<file path="src/rtl/wb_arbiter_if.sv">
// rtl/wb_arbiter_if.sv - result/write-back bus bundle between producers, the arbiter and the register file
interface wb_arbiter_if;
    logic        alu_valid;
    logic [2:0]  alu_dest;
    logic [15:0] alu_data;
    logic        alu_ready;
    logic        ld_valid;
    logic [2:0]  ld_dest;
    logic [15:0] ld_data;
    logic        ld_ready;
    logic        write_en;
    logic [2:0]  write_dest;
    logic [15:0] write_data;
    logic [7:0]  pend_mask;

    modport master (
        output alu_valid, alu_dest, alu_data, ld_valid, ld_dest, ld_data,
        input  alu_ready, ld_ready, write_en, write_dest, write_data, pend_mask
    );

    modport slave (
        input  alu_valid, alu_dest, alu_data, ld_valid, ld_dest, ld_data,
        output alu_ready, ld_ready, write_en, write_dest, write_data, pend_mask
    );
endinterface

</file>
<file path="src/rtl/wb_arbiter.sv">
// rtl/wb_arbiter.sv - write-back arbiter: one-entry ALU slot plus in-order load FIFO onto one register write port
// Optional pending-register tracking on pend_mask is enabled by defining WB_PEND_MASK_EN.
module wb_arbiter #(
    parameter int LD_DEPTH = 2
) (
    input logic         clk,
    input logic         rst,
    wb_arbiter_if.slave bus
);
    localparam int PW = $clog2(LD_DEPTH);
    localparam int CW = PW + 1;
    localparam logic [CW-1:0] DEPTH_C = CW'(LD_DEPTH);

    localparam logic [1:0] SEL_NONE = 2'd0;
    localparam logic [1:0] SEL_ALU  = 2'd1;
    localparam logic [1:0] SEL_FIFO = 2'd2;

    logic          alu_vld_q, alu_vld_d;
    logic [2:0]    alu_dest_q, alu_dest_d;
    logic [15:0]   alu_data_q, alu_data_d;
    logic [2:0]    fifo_dest_q [LD_DEPTH];
    logic [2:0]    fifo_dest_d [LD_DEPTH];
    logic [15:0]   fifo_data_q [LD_DEPTH];
    logic [15:0]   fifo_data_d [LD_DEPTH];
    logic [PW-1:0] rd_ptr_q, rd_ptr_d;
    logic [PW-1:0] wr_ptr_q, wr_ptr_d;
    logic [CW-1:0] count_q, count_d;
    logic          write_en_q, write_en_d;
    logic [2:0]    write_dest_q, write_dest_d;
    logic [15:0]   write_data_q, write_data_d;

    logic          alu_acc, ld_acc, pop;
    logic [1:0]    sel;
    logic [2:0]    drain_dest;
    logic [15:0]   drain_data;

    assign bus.alu_ready  = !alu_vld_q && !rst;
    assign bus.ld_ready   = (count_q < DEPTH_C) && !rst;
    assign bus.write_en   = write_en_q;
    assign bus.write_dest = write_dest_q;
    assign bus.write_data = write_data_q;

    always_comb begin
        alu_acc = bus.alu_valid && bus.alu_ready;
        ld_acc  = bus.ld_valid && bus.ld_ready;

        // A full FIFO outranks the ALU so loads cannot be starved indefinitely.
        if (count_q == DEPTH_C)   sel = SEL_FIFO;
        else if (alu_vld_q)       sel = SEL_ALU;
        else if (count_q != '0)   sel = SEL_FIFO;
        else                      sel = SEL_NONE;

        pop        = (sel == SEL_FIFO);
        drain_dest = (sel == SEL_ALU) ? alu_dest_q : fifo_dest_q[rd_ptr_q];
        drain_data = (sel == SEL_ALU) ? alu_data_q : fifo_data_q[rd_ptr_q];

        alu_vld_d  = alu_vld_q && (sel != SEL_ALU);
        alu_dest_d = alu_dest_q;
        alu_data_d = alu_data_q;
        if (alu_acc) begin
            alu_vld_d  = 1'b1;
            alu_dest_d = bus.alu_dest;
            alu_data_d = bus.alu_data;
        end

        fifo_dest_d = fifo_dest_q;
        fifo_data_d = fifo_data_q;
        if (ld_acc) begin
            fifo_dest_d[wr_ptr_q] = bus.ld_dest;
            fifo_data_d[wr_ptr_q] = bus.ld_data;
        end
        rd_ptr_d = rd_ptr_q + PW'(pop);
        wr_ptr_d = wr_ptr_q + PW'(ld_acc);
        count_d  = count_q + CW'(ld_acc) - CW'(pop);

        // Register 0 is hardwired: its results are consumed without a write.
        write_en_d   = (sel != SEL_NONE) && (drain_dest != 3'd0);
        write_dest_d = write_en_d ? drain_dest : write_dest_q;
        write_data_d = write_en_d ? drain_data : write_data_q;
    end

    always_ff @(posedge clk) begin
        if (rst) begin
            alu_vld_q    <= 1'b0;
            alu_dest_q   <= '0;
            alu_data_q   <= '0;
            rd_ptr_q     <= '0;
            wr_ptr_q     <= '0;
            count_q      <= '0;
            write_en_q   <= 1'b0;
            write_dest_q <= '0;
            write_data_q <= '0;
        end else begin
            alu_vld_q    <= alu_vld_d;
            alu_dest_q   <= alu_dest_d;
            alu_data_q   <= alu_data_d;
            rd_ptr_q     <= rd_ptr_d;
            wr_ptr_q     <= wr_ptr_d;
            count_q      <= count_d;
            write_en_q   <= write_en_d;
            write_dest_q <= write_dest_d;
            write_data_q <= write_data_d;
        end
    end

    always_ff @(posedge clk) begin
        fifo_dest_q <= fifo_dest_d;
        fifo_data_q <= fifo_data_d;
    end

`ifdef WB_PEND_MASK_EN
    logic [7:0]    pend;
    logic [PW-1:0] off;

    always_comb begin
        pend = 8'h00;
        off  = '0;
        if (alu_vld_q) pend[alu_dest_q] = 1'b1;
        for (int i = 0; i < LD_DEPTH; i++) begin
            off = PW'(i) - rd_ptr_q;
            if ({1'b0, off} < count_q) pend[fifo_dest_q[i]] = 1'b1;
        end
        if (write_en_q) pend[write_dest_q] = 1'b1;
        pend[0] = 1'b0;
    end

    assign bus.pend_mask = pend;
`else
    assign bus.pend_mask = 8'h00;
`endif
endmodule
</file>
<file path="src/flat_wrapper.sv">
// flat-port wrapper written by rule: the top's interface ports become plain ports
module wb_arbiter_flat 
#(
    parameter int LD_DEPTH = 2
)
  (clk, rst, bus_alu_valid, bus_alu_dest, bus_alu_data, bus_ld_valid, bus_ld_dest, bus_ld_data, bus_alu_ready, bus_ld_ready, bus_write_en, bus_write_dest, bus_write_data, bus_pend_mask);
  wb_arbiter_if bus_i ();
  input logic clk;
  input logic rst;
  input wire logic [$bits(bus_i.alu_valid)-1:0] bus_alu_valid;
  input wire logic [$bits(bus_i.alu_dest)-1:0] bus_alu_dest;
  input wire logic [$bits(bus_i.alu_data)-1:0] bus_alu_data;
  input wire logic [$bits(bus_i.ld_valid)-1:0] bus_ld_valid;
  input wire logic [$bits(bus_i.ld_dest)-1:0] bus_ld_dest;
  input wire logic [$bits(bus_i.ld_data)-1:0] bus_ld_data;
  output wire logic [$bits(bus_i.alu_ready)-1:0] bus_alu_ready;
  output wire logic [$bits(bus_i.ld_ready)-1:0] bus_ld_ready;
  output wire logic [$bits(bus_i.write_en)-1:0] bus_write_en;
  output wire logic [$bits(bus_i.write_dest)-1:0] bus_write_dest;
  output wire logic [$bits(bus_i.write_data)-1:0] bus_write_data;
  output wire logic [$bits(bus_i.pend_mask)-1:0] bus_pend_mask;
  assign bus_i.alu_valid = bus_alu_valid;
  assign bus_i.alu_dest = bus_alu_dest;
  assign bus_i.alu_data = bus_alu_data;
  assign bus_i.ld_valid = bus_ld_valid;
  assign bus_i.ld_dest = bus_ld_dest;
  assign bus_i.ld_data = bus_ld_data;
  assign bus_alu_ready = bus_i.alu_ready;
  assign bus_ld_ready = bus_i.ld_ready;
  assign bus_write_en = bus_i.write_en;
  assign bus_write_dest = bus_i.write_dest;
  assign bus_write_data = bus_i.write_data;
  assign bus_pend_mask = bus_i.pend_mask;
  wb_arbiter #(.LD_DEPTH(LD_DEPTH)) u_core (.clk(clk), .rst(rst), .bus(bus_i));
endmodule
</file>
<file path="config.mk">
export PLATFORM = sky130hd
export DESIGN_NAME = wb_arbiter_flat
export DESIGN_NICKNAME = d
export VERILOG_FILES = /design/src/rtl/wb_arbiter_if.sv /design/src/rtl/wb_arbiter.sv /design/src/flat_wrapper.sv
export SDC_FILE = /design/constraint.sdc
export NUM_CORES = 1
export LEC_CHECK = 0
export CAP_MARGIN = 20
export CELL_PAD_IN_SITES_DETAIL_PLACEMENT = 1
export CELL_PAD_IN_SITES_GLOBAL_PLACEMENT = 2
export CORE_MARGIN = 2
export CORE_UTILIZATION = 29
export DETAILED_ROUTE_END_ITERATION = 10
export GPL_ROUTABILITY_DRIVEN = 0
export PLACE_DENSITY_LB_ADDON = 0.1
export SLEW_MARGIN = 15
export SYNTH_ARGS = -nofsm -noshare
export SYNTH_HDL_FRONTEND = slang
export SYNTH_SLANG_ARGS = --single-unit
</file>
<file path="constraint.sdc">
create_clock -name clk -period 1.9 [get_ports clk]
set_input_delay 0.475 -clock clk [delete_from_list [all_inputs] [get_ports clk]]
set_output_delay 0.475 -clock clk [all_outputs]
set_load 0.02 [all_outputs]
</file>
==> out/metrics.yaml <==
cp-end-kind: "primary output"
synth-simple-area-share_pct: 11.8
path_cells: "clkdlybuf4s50_1"
finalCriticalPeriod_ns: 1.81
maxSlewViolCount: 0
clkSinkCount: 82
yosys_register_bits: 82
max_stage_delay_ns: 0.63
core_area_um2: 11300
ys_warn_count: 0
placedInstanceArea_um2: 4140
worst-endpoint-arrival_ns: 1.33
first_global_vias: 2209
use_met3_pct: 3.50
routed_wl_mm: 7.47
numCtsBuffers: 9
rows: 39
start_util_pct: 29.4
setup_violations: 0
area_growth_pct: 32.5
synth_top_family_by_area: "compound AO/OA/AOI/OAI gates"
clk_latency_ns: 0.33
cts_tree: "done"
met1_usage_pct: 20.0
final_util_pct: 38.9
power.total_mw: 4.16
cp_data_required_time_ns: 1.42
postRouteAntennaNets: 0
path_delay_family: "buffers and inverters"
path_clk_slew_ns: 0.06
postCtsSetupBuffers: 0
syn_inst: 281
critPathKind: "reg2out"
fmax_ghz: 0.553
final_layout_size_suffix_gt1_share_pct: 12.8
synth_compound_area_share_pct: 14.1
fin_area_um2: 4410
antenna_found_initial: 0
finalWorstSetupSlack_ns: 0.0918
wire_per_inst_um: 15.1
pwr_density_cell_nw_per_um2: 945
path_buf_inv: 1
diodes: 0
fin_worst_skew_ns: 0.00619
grt_pass1_wl_mm: 12.2
synth_xor_area_share_pct: 0.527
status: "complete, no violations"
yosysSeqAreaShare_pct: 60.8
via_per_inst: 4.37
max_cap_violations: 0
grt_max_degree: 38
post-place-ws_ns: -0.278
port_buffers: 63
crit_path_start_kind: "register"
hold_viol: 0
nNetsFinal: 391
io_pins: 72
ctsRootBufferMaster: "clkbuf_16"
drt-pass1-iter-count: 4
top_usage_layer: "met1"
via_count: 2159
synthAdderAreaFrac_pct: 1.13
postSynthAreaPerCell_um2: 11.8
drc: 0
ir_drop_v: 0.000586
muxShareOfSynthArea_pct: 6.21
syn-cell-area_um2: 3330
drtIter0Drc: 94
overflow: 0
chipWidth_um: 111
cts_buffer_depth: 2
synth_cell_types: 33
chipHeight_um: 111
cp_slowest_cell: "clkdlybuf4s50_1"
hpwlAfterDp_mm: 5.14
htree_levels: 3
rsz0062_at_grt: "false"
path_max_fanout: 2
grt_use_met2_pct: 16.0
leakagePower_nw: 1.53
design.die.area_um2: 12300
grt_usage_pct: 12.7
period_share_pct: 95.2
hold_class: "reg2reg"
[layout make-up]
| type | instances | area [um^2] |
|---|---|---|
| Fill cell | 1246 | 6910 |
| Sequential cell | 82 | 2020 |
| Multi-Input combinational cell | 178 | 1190 |
| Timing Repair Buffer | 72 | 726 |
| Clock buffer | 12 | 236 |
| Tap cell | 143 | 179 |
| Clock inverter | 4 | 42.5 |
| Inverter | 3 | 11.3 |
[synth_stat cells]
cell        n  area [um^2]
a21oi_1    19         95.1
a21oi_2     1         8.76
a21oi_4     1         16.3
a31oi_1     1         6.26
and2_1      2         12.5
and3_4      1         11.3
and3b_1     1         8.76
buf_2       7         35.0
buf_4       9         67.6
buf_6       4         45.0
clkbuf_1    5         18.8
conb_1      1         3.75
dfxtp_1    44          881
edfxtp_1   38         1140
ha_1        3         37.5
inv_1       2         7.51
inv_2       1         3.75
mux2_2      1         11.3
mux2_4      1         15.0
mux2i_1    18          180
nand2_1    24         90.1
nand2b_1   20          125
nand2b_4    1         13.8
nand3_1     1         5.00
nor2_1     27          101
nor2b_1     1         6.26
nor3_1      4         20.0
o21ai_0    21          105
o21bai_1    1         7.51
o2bb2ai_1   9         78.8
o2bb2ai_2  10          150
xnor2_1     1         8.76
xor2_1      1         8.76
[path summary, 6_finish.rpt]
check / start / endpoint / slack, ns / cells after the start
setup / recovery: u_core.bus.write_data[13] / bus_write_data[13] / 0.09 / 1
hold reg to reg: u_core.bus.write_data[7] / u_core.bus.write_data[7] / 0.48 / 1
setup reg to reg: u_core.alu_vld_q / u_core.bus.write_dest[0] / 0.24 / 6
hold / removal: u_core.bus.write_data[7] / u_core.bus.write_data[7] / 0.48 / 1
[layout by cell type (no fill, tap or decap), types with 3 or more instances in the layout]
master,instances
clkbuf_16,9
nor2_1,26
buf_12,3
o2bb2ai_2,10
nand2b_1,20
nand2_1,24
o21ai_0,21
clkbuf_1,3
buf_4,6
edfxtp_1,38
a21oi_1,19
conb_1,8
clkdlybuf4s50_1,61
mux2i_1,18
o2bb2ai_1,9
dfxtp_1,44
[what timing repair did]
item,4_1_cts,5_1_grt
pin swaps,0,0
hold buffers,0,0
setup endpoints to repair,2,3
resized for setup,3,4
[registers in the layout, indices dropped and copies added (netlist names)]
signal                 cells
u_core.fifo_data_q        32
u_core.alu_data_q         16
u_core.bus.write_data     16
u_core.fifo_dest_q         6
u_core.alu_dest_q          3
u_core.bus.write_dest      3
u_core.count_q             2
u_core.alu_vld_q           1
u_core.bus.write_en        1
u_core.rd_ptr_q            1
u_core.wr_ptr_q            1
[metal layers]
metal	vias to the layer above	part of all wire, %
met4	0	1.6
met5	-	0
met2	48	38
li1	1102	-
met1	999	56
met3	10	4.3
[cell families (layout without fill, tap and decap cells)]
group,count (synthesis),count (layout)
xor gates and xnor gates,2,2
other,1,8
AOI/OAI and AO/OA,63,63
and+or+nand+nor,82,82
buffers and inverters,28,91
DFF,82,82
adders and majority gates,3,3
muxes,20,20
[through the flow]
step | setup TNS, ns | hold WS, ns | instances
detailed placement | -9.46 | 0.475 | 478
CTS | 0 | 0.486 | 494
global route | 0 | 0.491 | 494
finish | 0 | 0.480 | 494
floorplan | 0 | 0.450 | 288
global placement | -7.66 | 0.470 | 478
[power by group]
group          switching (mW)  internal [mW]
logic                   0.252          0.249
registers              0.0620           1.94
clock network           0.650           1.01
Note: power is estimated with default switching activity, not from simulation.
